File: src/rtl/mips_pkg.sv
// Shared definitions for the MIPS MEM-stage data-memory sequencer.
//   DataW    : datapath width
//   REG_ZERO : architectural $0, never a forwarding source
//   dmem_state_e : sequencer states (idle -> wait -> done)
package mips_pkg;

  localparam int unsigned DataW = 32;

  localparam logic [4:0] REG_ZERO = 5'd0;

  typedef enum logic [1:0] {
    StIdle = 2'd0,
    StWait = 2'd1,
    StDone = 2'd2
  } dmem_state_e;

endpackage

File: src/rtl/store_fwd_sel.sv
// WB-to-MEM store-data forwarding: compare and mux.
// Inputs : mem_write_i, mem_rt_i, mem_wdata_i (EX/MEM store operand),
//          wb_reg_write_i, wb_mem_to_reg_i, wb_rd_i, wb_data_i (MEM/WB load result)
// Outputs: fwd_o (forwarding taken), wdata_o (selected store data)
module store_fwd_sel
  import mips_pkg::*;
(
  input  logic             mem_write_i,
  input  logic [4:0]       mem_rt_i,
  input  logic [DataW-1:0] mem_wdata_i,
  input  logic             wb_reg_write_i,
  input  logic             wb_mem_to_reg_i,
  input  logic [4:0]       wb_rd_i,
  input  logic [DataW-1:0] wb_data_i,
  output logic             fwd_o,
  output logic [DataW-1:0] wdata_o
);

  // Only a load in WB writing the store's source register needs bypassing; $0 is never real.
  always_comb begin
    fwd_o   = mem_write_i & wb_reg_write_i & wb_mem_to_reg_i &
              (wb_rd_i == mem_rt_i) & (mem_rt_i != REG_ZERO);
    wdata_o = fwd_o ? wb_data_i : mem_wdata_i;
  end

endmodule

File: src/rtl/dmem_sequencer.sv
// MEM-stage data-memory sequencer with req/ack handshake and watchdog.
// Inputs : clk, reset_n (sync, active low), mem_read/mem_write/mem_addr/mem_wdata/mem_rt
//          (EX/MEM), wb_reg_write/wb_mem_to_reg/wb_rd/wb_data (MEM/WB), dm_ack/dm_rdata.
// Outputs: dm_req/dm_we/dm_addr/dm_wdata (registered request), stall (combinational),
//          ld_data/ld_valid (load result), fwd_used, err (timeout or read+write pulse).
module dmem_sequencer
  import mips_pkg::*;
#(
  parameter int unsigned TIMEOUT = 15
) (
  input  logic             clk,
  input  logic             reset_n,
  input  logic             mem_read,
  input  logic             mem_write,
  input  logic [DataW-1:0] mem_addr,
  input  logic [DataW-1:0] mem_wdata,
  input  logic [4:0]       mem_rt,
  input  logic             wb_reg_write,
  input  logic             wb_mem_to_reg,
  input  logic [4:0]       wb_rd,
  input  logic [DataW-1:0] wb_data,
  input  logic             dm_ack,
  input  logic [DataW-1:0] dm_rdata,
  output logic             dm_req,
  output logic             dm_we,
  output logic [DataW-1:0] dm_addr,
  output logic [DataW-1:0] dm_wdata,
  output logic             stall,
  output logic [DataW-1:0] ld_data,
  output logic             ld_valid,
  output logic             fwd_used,
  output logic             err
);

  localparam int unsigned CntW = $clog2(TIMEOUT + 1);
  localparam logic [CntW-1:0] CntLast = CntW'(TIMEOUT - 1);

  dmem_state_e state_q, state_d;
  logic [CntW-1:0]  cnt_q, cnt_d;
  logic             dm_req_q, dm_req_d;
  logic             dm_we_q, dm_we_d;
  logic [DataW-1:0] dm_addr_q, dm_addr_d;
  logic [DataW-1:0] dm_wdata_q, dm_wdata_d;
  logic [DataW-1:0] ld_data_q, ld_data_d;
  logic             fwd_used_q, fwd_used_d;
  logic             err_q, err_d;

  logic             fwd;
  logic [DataW-1:0] fwd_data;

  store_fwd_sel u_store_fwd_sel (
    .mem_write_i     (mem_write),
    .mem_rt_i        (mem_rt),
    .mem_wdata_i     (mem_wdata),
    .wb_reg_write_i  (wb_reg_write),
    .wb_mem_to_reg_i (wb_mem_to_reg),
    .wb_rd_i         (wb_rd),
    .wb_data_i       (wb_data),
    .fwd_o           (fwd),
    .wdata_o         (fwd_data)
  );

  // stall depends only on state and op inputs so dm_ack stays off the pipeline stall path.
  always_comb begin
    state_d    = state_q;
    cnt_d      = cnt_q;
    dm_req_d   = dm_req_q;
    dm_we_d    = dm_we_q;
    dm_addr_d  = dm_addr_q;
    dm_wdata_d = dm_wdata_q;
    ld_data_d  = ld_data_q;
    fwd_used_d = fwd_used_q;
    err_d      = 1'b0;
    stall      = 1'b0;
    ld_valid   = 1'b0;

    unique case (state_q)
      StIdle: begin
        if (mem_read | mem_write) begin
          stall      = 1'b1;
          dm_req_d   = 1'b1;
          dm_we_d    = mem_write;  // read+write resolves to a write
          dm_addr_d  = mem_addr;
          dm_wdata_d = fwd_data;
          fwd_used_d = fwd;
          cnt_d      = '0;
          err_d      = mem_read & mem_write;
          state_d    = StWait;
        end
      end
      StWait: begin
        stall = 1'b1;
        if (dm_ack) begin
          if (!dm_we_q) ld_data_d = dm_rdata;
          dm_req_d = 1'b0;
          state_d  = StDone;
        end else if (cnt_q == CntLast) begin
          if (!dm_we_q) ld_data_d = '0;
          dm_req_d = 1'b0;
          err_d    = 1'b1;
          state_d  = StDone;
        end else begin
          cnt_d = cnt_q + 1'b1;
        end
      end
      StDone: begin
        // Op inputs still show the finishing instruction here; ignoring them avoids a re-issue.
        ld_valid   = ~dm_we_q;
        fwd_used_d = 1'b0;
        state_d    = StIdle;
      end
      default: state_d = StIdle;
    endcase
  end

  always_ff @(posedge clk) begin
    if (!reset_n) begin
      state_q    <= StIdle;
      cnt_q      <= '0;
      dm_req_q   <= 1'b0;
      dm_we_q    <= 1'b0;
      dm_addr_q  <= '0;
      dm_wdata_q <= '0;
      ld_data_q  <= '0;
      fwd_used_q <= 1'b0;
      err_q      <= 1'b0;
    end else begin
      state_q    <= state_d;
      cnt_q      <= cnt_d;
      dm_req_q   <= dm_req_d;
      dm_we_q    <= dm_we_d;
      dm_addr_q  <= dm_addr_d;
      dm_wdata_q <= dm_wdata_d;
      ld_data_q  <= ld_data_d;
      fwd_used_q <= fwd_used_d;
      err_q      <= err_d;
    end
  end

  assign dm_req   = dm_req_q;
  assign dm_we    = dm_we_q;
  assign dm_addr  = dm_addr_q;
  assign dm_wdata = dm_wdata_q;
  assign ld_data  = ld_data_q;
  assign fwd_used = fwd_used_q;
  assign err      = err_q;

endmodule
File: config.mk
export PLATFORM = sky130hd
export DESIGN_NAME = dmem_sequencer
export DESIGN_NICKNAME = d
export VERILOG_FILES = /design/src/rtl/mips_pkg.sv /design/src/rtl/store_fwd_sel.sv /design/src/rtl/dmem_sequencer.sv
export SDC_FILE = /design/constraint.sdc
export NUM_CORES = 1
export LEC_CHECK = 0
export CAP_MARGIN = 25
export CORE_UTILIZATION = 39
export CTS_CLUSTER_SIZE = 16
export DETAILED_ROUTE_END_ITERATION = 12
export HOLD_SLACK_MARGIN = 0.02
export PLACE_DENSITY = 0.81
export SETUP_SLACK_MARGIN = 0.2
export SLEW_MARGIN = 10
export SYNTH_ARGS = -nofsm -noshare
export SYNTH_HDL_FRONTEND = slang
export SYNTH_SLANG_ARGS = --single-unit
File: constraint.sdc
create_clock -name clk -period 1.6 [get_ports clk]
set_input_delay 0.16 -clock clk [delete_from_list [all_inputs] [get_ports clk]]
set_output_delay 0.16 -clock clk [all_outputs]
set_load 0.01 [all_outputs]
==> summary.md <==
| Metric | Value |
|---|---|
| Status | finished, final reports clean |
| Mapped Nets | 605 |
| Clock skew | 0.01441 ns |
| Async set-reset flop share out of synthesis | 0 |
| Via count | 4,454 |
| Non-filler instance count after layout | between 800 and 900 |
| Area delta synth->final | 72.86% |
| DRT Pass-1 Iters | 7 |
| Max H-tree Level | 3 |
| Total Wirelength | 15,020 um |
| Max Fclk | 0.6677 GHz |
| # setup viols final | 0 |
| DP HPWL | 9795 um |
| Vias per cell | 5.167 |
| Placed Instance Area | between 7000 and 8000 sq um |
| Core area | 10,890 sq um |
| CP Capture Type | flip-flop |
| Drt drc | 0 |
| Number of CTS-inserted buffers | 9 |
| Die Span Y | 108.0 um |
| GPL Wtd Cong | 0.8401 |
| Worst hold margin | 0.3221 ns |
| Final period demand of the worst path | 1.498 ns |
| Synth cell types | 40 |
| CTS tree | built |
| Hold Fails Final Rpt | 0 |
| Worst-Margin Slew | 0.3810 ns |
| IO buf count | 246 |
| Fin area | 7572 sq um |
| Max-Cap Viols | 0 |
| DIE WIDTH | approximately 110 um |
| Most common cell in the netlist | dfxtp_1 |
| Nets | 864 |
| HP Class | in -> reg |
| Pwr Density | 844.2 nW/um^2 |
| Syn_area_per_cell | about 9.6 sq um |
| Clock sink count | between 100 and 150 |
| Tcrit/Tclk final | 0.9361 |
| Initial Utilization | 0.4023 |
| Peak supply drop | between 0.0005 and 0.0006 V |
| EDFF count, synth | 0 |
| Top post-synthesis cells by area | dfxtp_1 48%, nand2_1 8.7%, a21boi_1 8.1% |
| Rel. slew slack | 0.7460 |
| Total leakage power | 3.238 nW |
| Synth Flop Type | dfxtp_1 |
| Register area share after synthesis | 0.4844 |
| Clock Root Buffer | clkbuf_8 |
| CP max stage cell | clkdlybuf4s50_1 |
| Vias in the first global route | 4,584 |
| Routed Antenna Nets | 0 |
| Yosys top cell by area | dfxtp_1 |
| Drt initial violations | 221 |
| Synth Register Bits | 106 |
| Largest net degree at the start of global routing | about 110 |
| YS warnings | 0 |
| Worst EP required | 1.86 ns |
| Grt ovf | 0 |
| Clk slew on worst S/H paths | around 0.090 ns |
| Inserted Diodes | 0 |
| Crit Path Max Fanout | 12 |
| First-pass GRT wire length | ~23,000 um |
| Fin. max-slew vios | 0 |
| CP Launch Type | primary input |
| Critical path class | in -> reg |
| Initial antenna violation count | 0 |
| Drt wl/cell | 17.42 um |
| Critical path cell sequence | clkdlybuf4s50_1, or2_1, o21ai_4, nand4_4, buf_12, o221a_2 |
| Post-synthesis cell count | 458 |
| Worst skew pair latency | roughly 0.36 ns |
| Total die area | 11,660 sq um |
| Std cell rows | 38 |
| Unrepaired setup endpoints after global routing | true |
| Post-synthesis instance area | 4380 sq um |
| IO Count | 247 |
| Overall power | 0.006392 W |
| Top cells by count, synth | 106 x dfxtp_1, 101 x nand2_1, 47 x a21boi_1 |
| Longest Clk Path Bufs | 2 |
| Tot GR Track Use | 0.2520 |
| Critical Path Max Stage Delay | between 0.4 and 0.5 ns |
| Share of post-route cells with drive strength above 1 | 0.1191 |
| Worst Path Arrival | 1.76 ns |
| Placed insts | 822 |
| Top cell type's share of synthesized area | 0.4844 |
[flip-flops by register name (all words and copies together), names as in the netlist]
| signal | cells |
|---|---|
| dm_req | 1 |
| dm_we | 1 |
| state_q | 2 |
| cnt_q | 4 |
| fwd_used | 1 |
| ld_data | 32 |
| err | 1 |
| dm_addr | 32 |
| dm_wdata | 32 |
[cell usage in the layout, fill, tap and decap left out, drive strengths merged, types with 2 or more instances in the layout]
cell type	n
xor2	6
nand3	38
nand2b	3
inv	2
nor3	3
a31o	3
o21a	34
bufinv	2
or2	2
nand2	101
clkbuf	19
dlygate4sd2	105
dfxtp	106
o21ai	2
a21boi	67
clkdlybuf4s50	137
nor2	7
buf	37
o221a	33
and3	2
nor3b	2
ha	2
[where the power goes]
part | switching, W | internal [W]
combinational | 0.000682 | 0.000907
clock | 0.000902 | 0.000976
sequential | 0.000102 | 0.00282
[final timing paths]
path,cells past startpoint,slack (ns),to,from
setup reg to reg,5,0.13,dm_wdata[21],state_q[0]
hold / removal,3,0.32,cnt_q[0],reset_n
setup / recovery,6,0.10,dm_wdata[21],mem_rt[4]
hold reg to reg,2,0.45,ld_data[1],ld_data[1]
[critical path, delay by kind of cell]
kind,cells,cell delay [ns]
and+or+nand+nor,2,0.49
buffers and inverters,2,0.66
AOI/OAI and AO/OA,2,0.45
[through the flow]
stage	util	worst slack, ns	TNS [ns]
after global placement	0.6457	-0.2313	-7.392
after global routing	0.6955	0.03065	0
after floorplan	-	0.1811	0
after detailed placement	0.6457	-0.2957	-10.29
after CTS	0.6834	0.1165	0
final	0.6955	0.1022	0
[cell families after synthesis]
kind of cell	synth area share
xor+xnor	0.01200
flops	0.4844
buf+inv	0.05541
fa+ha+maj	0.005712
compound gates	0.2705
simple gates	0.1720
[layout make-up]
class | instances | area (sq um)
Clock buffer | 13 | 158.9
Clock inverter | 3 | 68.82
Fill cell | 849 | 3316
Inverter | 1 | 3.754
Multi-Input combinational cell | 313 | 2155
Sequential cell | 106 | 2136
Tap cell | 140 | 175.2
Timing Repair Buffer | 286 | 2875
[layer usage]
| layer | global-route usage | vias to the layer above | part of all wire |
|---|---|---|---|
| li1 | - | 2130 | - |
| met1 | 0.2575 | 2088 | 0.37 |
| met2 | 0.4481 | 197 | 0.51 |
| met3 | 0.09042 | 39 | 0.083 |
| met4 | 0.1331 | 0 | 0.038 |
| met5 | 0 | - | 0 |
[what timing repair did]
| item | 4_1_cts | 5_1_grt |
|---|---|---|
| hold buffers | 0 | 0 |
| pin swaps | 23 | 12 |
| hold endpoints to repair | 0 | 0 |
| gates resized for setup | 134 | 23 |
| endpoints found under the setup margin | 183 | 94 |
| buffers inserted | 11 | 2 |
| gates cloned | 7 | 4 |
No activity file was read; power rests on OpenSTA's default activity.
